==> src/rtl/fetch_sequencer.sv <==
// Instruction fetch sequencer: owns the fetch PC, keeps one imem request in flight,
// and feeds the IF/ID register through a one-entry skid buffer while decode stalls.
module fetch_sequencer #(
  parameter logic [31:0] RESET_PC  = 32'h0000_0000,
  parameter logic [31:0] NOP_INSTR = 32'h0000_0013
) (
  input  logic        clk,
  input  logic        rst,
  input  logic        branch_mem_if,
  input  logic [31:0] PC_branch_mem_if,
  input  logic        stall_id,
  output logic        imem_req,
  output logic [31:0] imem_addr,
  input  logic        imem_gnt,
  input  logic        imem_rvalid,
  input  logic [31:0] imem_rdata,
  output logic [31:0] instr_if_id,
  output logic [31:0] PC_if_id,
  output logic        valid_if_id
);

  typedef enum logic [1:0] {REQ, WAIT, HOLD, DROP} state_t;

  state_t      r_state, w_stateNext;
  logic [31:0] r_pc, w_pcNext;
  logic [31:0] r_pcReq, w_pcReqNext;
  logic [31:0] r_instr, w_instrNext;
  logic [31:0] r_pcOut, w_pcOutNext;
  logic [31:0] r_skidInstr, w_skidInstrNext;
  logic [31:0] r_skidPc, w_skidPcNext;
  logic        r_valid, w_validNext;
  logic        w_outFree;
  logic        w_unusedTargetBits;

  // The request is masked while reset is held because the reset state is already REQ.
  assign imem_req           = rst && (r_state == REQ);
  assign imem_addr          = r_pc;
  assign instr_if_id        = r_instr;
  assign PC_if_id           = r_pcOut;
  assign valid_if_id        = r_valid;
  assign w_outFree          = !r_valid || !stall_id;
  assign w_unusedTargetBits = ^PC_branch_mem_if[1:0];

  always_comb begin
    w_stateNext     = r_state;
    w_pcNext        = r_pc;
    w_pcReqNext     = r_pcReq;
    w_instrNext     = r_instr;
    w_pcOutNext     = r_pcOut;
    w_skidInstrNext = r_skidInstr;
    w_skidPcNext    = r_skidPc;
    w_validNext     = r_valid;

    if (r_valid && !stall_id) begin
      w_validNext = 1'b0;
      w_instrNext = NOP_INSTR;
    end

    if (branch_mem_if) begin
      // Redirect wins; a fetch granted or still in flight must have its response dropped.
      w_pcNext    = {PC_branch_mem_if[31:2], 2'b00};
      w_validNext = 1'b0;
      w_instrNext = NOP_INSTR;
      case (r_state)
        REQ:     w_stateNext = imem_gnt ? DROP : REQ;
        WAIT:    w_stateNext = imem_rvalid ? REQ : DROP;
        HOLD:    w_stateNext = REQ;
        DROP:    w_stateNext = imem_rvalid ? REQ : DROP;
        default: w_stateNext = REQ;
      endcase
    end else begin
      case (r_state)
        REQ: begin
          if (imem_gnt) begin
            w_pcReqNext = r_pc;
            w_pcNext    = r_pc + 32'd4;
            w_stateNext = WAIT;
          end
        end
        WAIT: begin
          if (imem_rvalid) begin
            if (w_outFree) begin
              w_instrNext = imem_rdata;
              w_pcOutNext = r_pcReq;
              w_validNext = 1'b1;
              w_stateNext = REQ;
            end else begin
              w_skidInstrNext = imem_rdata;
              w_skidPcNext    = r_pcReq;
              w_stateNext     = HOLD;
            end
          end
        end
        HOLD: begin
          if (!stall_id) begin
            w_instrNext = r_skidInstr;
            w_pcOutNext = r_skidPc;
            w_validNext = 1'b1;
            w_stateNext = REQ;
          end
        end
        DROP: begin
          if (imem_rvalid) begin
            w_stateNext = REQ;
          end
        end
        default: w_stateNext = REQ;
      endcase
    end
  end

  always_ff @(posedge clk or negedge rst) begin
    if (!rst) begin
      r_state     <= REQ;
      r_pc        <= RESET_PC;
      r_pcReq     <= RESET_PC;
      r_instr     <= NOP_INSTR;
      r_pcOut     <= 32'h0;
      r_skidInstr <= NOP_INSTR;
      r_skidPc    <= 32'h0;
      r_valid     <= 1'b0;
    end else begin
      r_state     <= w_stateNext;
      r_pc        <= w_pcNext;
      r_pcReq     <= w_pcReqNext;
      r_instr     <= w_instrNext;
      r_pcOut     <= w_pcOutNext;
      r_skidInstr <= w_skidInstrNext;
      r_skidPc    <= w_skidPcNext;
      r_valid     <= w_validNext;
    end
  end

endmodule
==> config.mk <==
export PLATFORM = sky130hd
export DESIGN_NAME = fetch_sequencer
export DESIGN_NICKNAME = d
export VERILOG_FILES = /design/src/rtl/fetch_sequencer.sv
export SDC_FILE = /design/constraint.sdc
export NUM_CORES = 1
export LEC_CHECK = 0
export ABC_AREA = 1
export CAP_MARGIN = 25
export CORE_MARGIN = 5
export CORE_UTILIZATION = 57
export DETAILED_ROUTE_END_ITERATION = 10
export PLACE_DENSITY = 0.93
export SETUP_SLACK_MARGIN = 0.3
export SKIP_LAST_GASP = 1
export SYNTH_ARGS = -nofsm -noshare
export SYNTH_HDL_FRONTEND = slang
export SYNTH_SLANG_ARGS = --single-unit
==> constraint.sdc <==
create_clock -name clk -period 2.75 [get_ports clk]
set_clock_uncertainty 0.05 [all_clocks]
set_input_delay 0.275 -clock clk [delete_from_list [all_inputs] [get_ports clk]]
set_output_delay 0.275 -clock clk [all_outputs]
set_load 0.01 [all_outputs]
==> flow_metrics.tcl <==
set metrics [dict create \
    status "finished, violations left" \
    violations "hold timing" \
    crit_buf_inv 3 \
    gr-total-overflow 0 \
    layout_setup_ws_ns 0.429 \
    max_slew_margin 0.322 \
    fin_cells 1501 \
    crit_chain "inv_1, ha_1, nand2_1, inv_1, clkdlybuf4s50_1" \
    r2r_end "instr_if_id[5]" \
    vias_per_cell 5.47 \
    antenna_found_initial 0 \
    gp_congestion 0.955 \
    fmax_mhz 431 \
    rsz0062_at_grt "no" \
    cts-resized-gates 0 \
    ys_ff_latch 187 \
    cts_setup_buffers 0 \
    period_needed_ns 2.32 \
    first_pass_iters 5 \
    final_util 0.737 \
    crit_arrival_ns 2.00 \
    path_class "reg2out" \
    worstMarginPinSlew_ns 1.02 \
    fin_area_um2 11200 \
    drt-initial-drc-count 811 \
    post-route-period-util 0.844 \
    critPathRequiredTime_ns 2.42 \
    coreArea_um2 15300 \
    chipHeight_um 135 \
    grt_pass1_wl_mm 38.9 \
    maxSlewViolCount 0 \
    pre_cts_ws_ns 0.490 \
    critPathTopFamily "buffers and inverters" \
    ant_nets 0 \
    ctsHoldBuffers 0 \
    ys_types 35 \
    start_util 0.585 \
    h-tree-depth 4 \
    finalSetupViolCount 0 \
    r2r_slack_ns 0.56 \
    dieWidth_um 135 \
    place.port_buffers 161 \
    dp_hpwl_mm 16.4 \
    synth_warnings 0 \
    r2r_cells 6 \
    clock_latency_ns 0.43 \
    worst-path-stages 5 \
    clock_sinks 187 \
    layout-drive-gt1-share 0.0543 \
    max_stage_delay_ns 0.54 \
    start_kind "register" \
    totalWireLength_mm 23.9 \
    syn_area_per_cell_um2 7.80 \
    synth-edff-count 0 \
    syn_inst 1144 \
    setup_tns_ns 0 \
    hold_viol 31 \
    diodes 0 \
    cts_inserted_buffers 17 \
    avgRoutedWirePerCell_um 15.9 \
    synth_ff_type "dfrtp_1" \
    power.density_nw_per_um2 995 \
    cts_tree "yes" \
    cpMaxStageDelayCell "clkdlybuf4s50_1" \
    endpoint "imem_req" \
    critPathMostFrequentCell "inv_1" \
    drv_cap 0 \
    synth_area_um2 8930 \
    rows 45 \
    hold_slack_ns -0.0401 \
    dieArea_um2 18300 \
    crit_fanout 6 \
    globalRouteTotalUtil 0.266 \
    placed_cell_area_um2 10700 \
    synth-async-reset-ratio 1.00 \
    grt_start_max_net_pins 188 \
    vdd_drop_max_mv 0.617 \
    clock_path_buffers 2 \
    clk_pin_slew_ns 0.06 \
    vias 8217 \
    yosysSeqAreaShare 0.525 \
    clockRootBuffer "clkbuf_16" \
    dpl.cell_count 1469 \
    endpoint_kind "output pin" \
    fin_nets 1352 \
    area_growth_pct 26.0 \
    startpoint "r_state[0]" \
    grt_pass1_vias 7823 \
    io_pins 168 \
    timing.rr.start "r_state[0]" \
    leakage_nw 5.17 \
    drc 0 \
    hold_path_class "in2async" \
]
==> worst min-delay path by stage <==
| stage | slack [ns] | to | cells past startpoint |
|---|---|---|---|
| after floorplan | -0.07 | PC_if_id[10] | 0 |
| after global placement | 0.42 | r_skidInstr[7] | 2 |
| after detailed placement | 0.42 | r_skidPc[30] | 2 |
| after CTS | 0.05 | r_skidInstr[8] | 2 |
| after global routing | 0.06 | imem_addr[19] | 2 |
| final | -0.04 | r_skidInstr[8] | 2 |
==> registers in the layout, summed over array words and instances, names as in the netlist <==
signal	cells
r_skidInstr	32
PC_if_id	30
r_state	2
r_pcReq	30
r_skidPc	30
instr_if_id	32
valid_if_id	1
imem_addr	30
==> power breakdown <==
part	switching (mW)	total (mW)	internal, mW	leakage [nW]
registers	0.704	4.54	3.83	2.36
clock network	1.06	2.31	1.25	0.258
logic	2.58	4.35	1.77	2.55
==> area by class of cell <==
cell class                      instances  area [um^2]
Clock buffer                           18          429
Clock inverter                         14          123
Fill cell                            1081         4010
Inverter                              141          529
Multi-Input combinational cell        755         3450
Sequential cell                       187         4690
Tap cell                              211          264
Timing Repair Buffer                  175         1760
==> logic make-up after synthesis <==
group                    after synthesis  synth area share
flip-flops                           187             0.525
XOR/XNOR                               2           0.00196
buffers and inverters                205            0.0921
AND/OR/NAND/NOR                      482             0.218
adder cells (fa/ha/maj)                5           0.00701
other                                  1          0.000420
AO/OA/AOI/OAI                        262             0.155
==> cell usage in the layout (no fill, tap or decap), types with 3 or more instances in the layout <==
cell / n
inv_1: 140
nor2_1: 111
a21oi_1: 105
buf_12: 4
dfstp_2: 6
nand2_2: 3
clkinv_2: 4
o22ai_1: 22
conb_1: 4
nand4_1: 3
nand3_1: 62
nand2_1: 290
clkbuf_16: 17
o21ai_0: 119
clkinvlp_4: 5
buf_4: 10
clkdlybuf4s50_1: 159
nor2_2: 5
o211ai_1: 5
ha_1: 4
a31oi_1: 3
dfrtp_1: 181
==> cells in the mapped netlist, drive strengths merged (2+ instances only) <==
master,number,share of area
nand2,293,0.12
dfrtp,181,0.51
inv,141,0.059
o21ai,121,0.069
nor2,117,0.051
a21oi,105,0.059
nand3,64,0.036
clkbuf,35,0.015
buf,29,0.018
o22ai,22,0.015
dfstp,6,0.018
ha,5,0.0070
o211ai,5,0.0042
a31oi,3,0.0021
nand4,3,0.0021
a22oi,2,0.0017
a32oi,2,0.0020
or2,2,0.0014
==> metal layers <==
layer | up-vias | global-route usage | share of wire
met2 | 365 | 0.413 | 0.47
met4 | 0 | 0.130 | 0.037
met5 | - | 0 | 0
met1 | 3855 | 0.363 | 0.42
met3 | 75 | 0.0509 | 0.071
li1 | 3922 | - | -
==> per-stage QoR <==
stage | total power, mW | hold WS [ns]
final | 11.2 | -0.0401
after global routing | 12.0 | 0.0649
after CTS | 11.2 | 0.0496
after detailed placement | 8.87 | 0.423
after global placement | 8.62 | 0.415
after floorplan | 7.03 | -0.0706
Note: power is estimated with default switching activity, not from simulation.
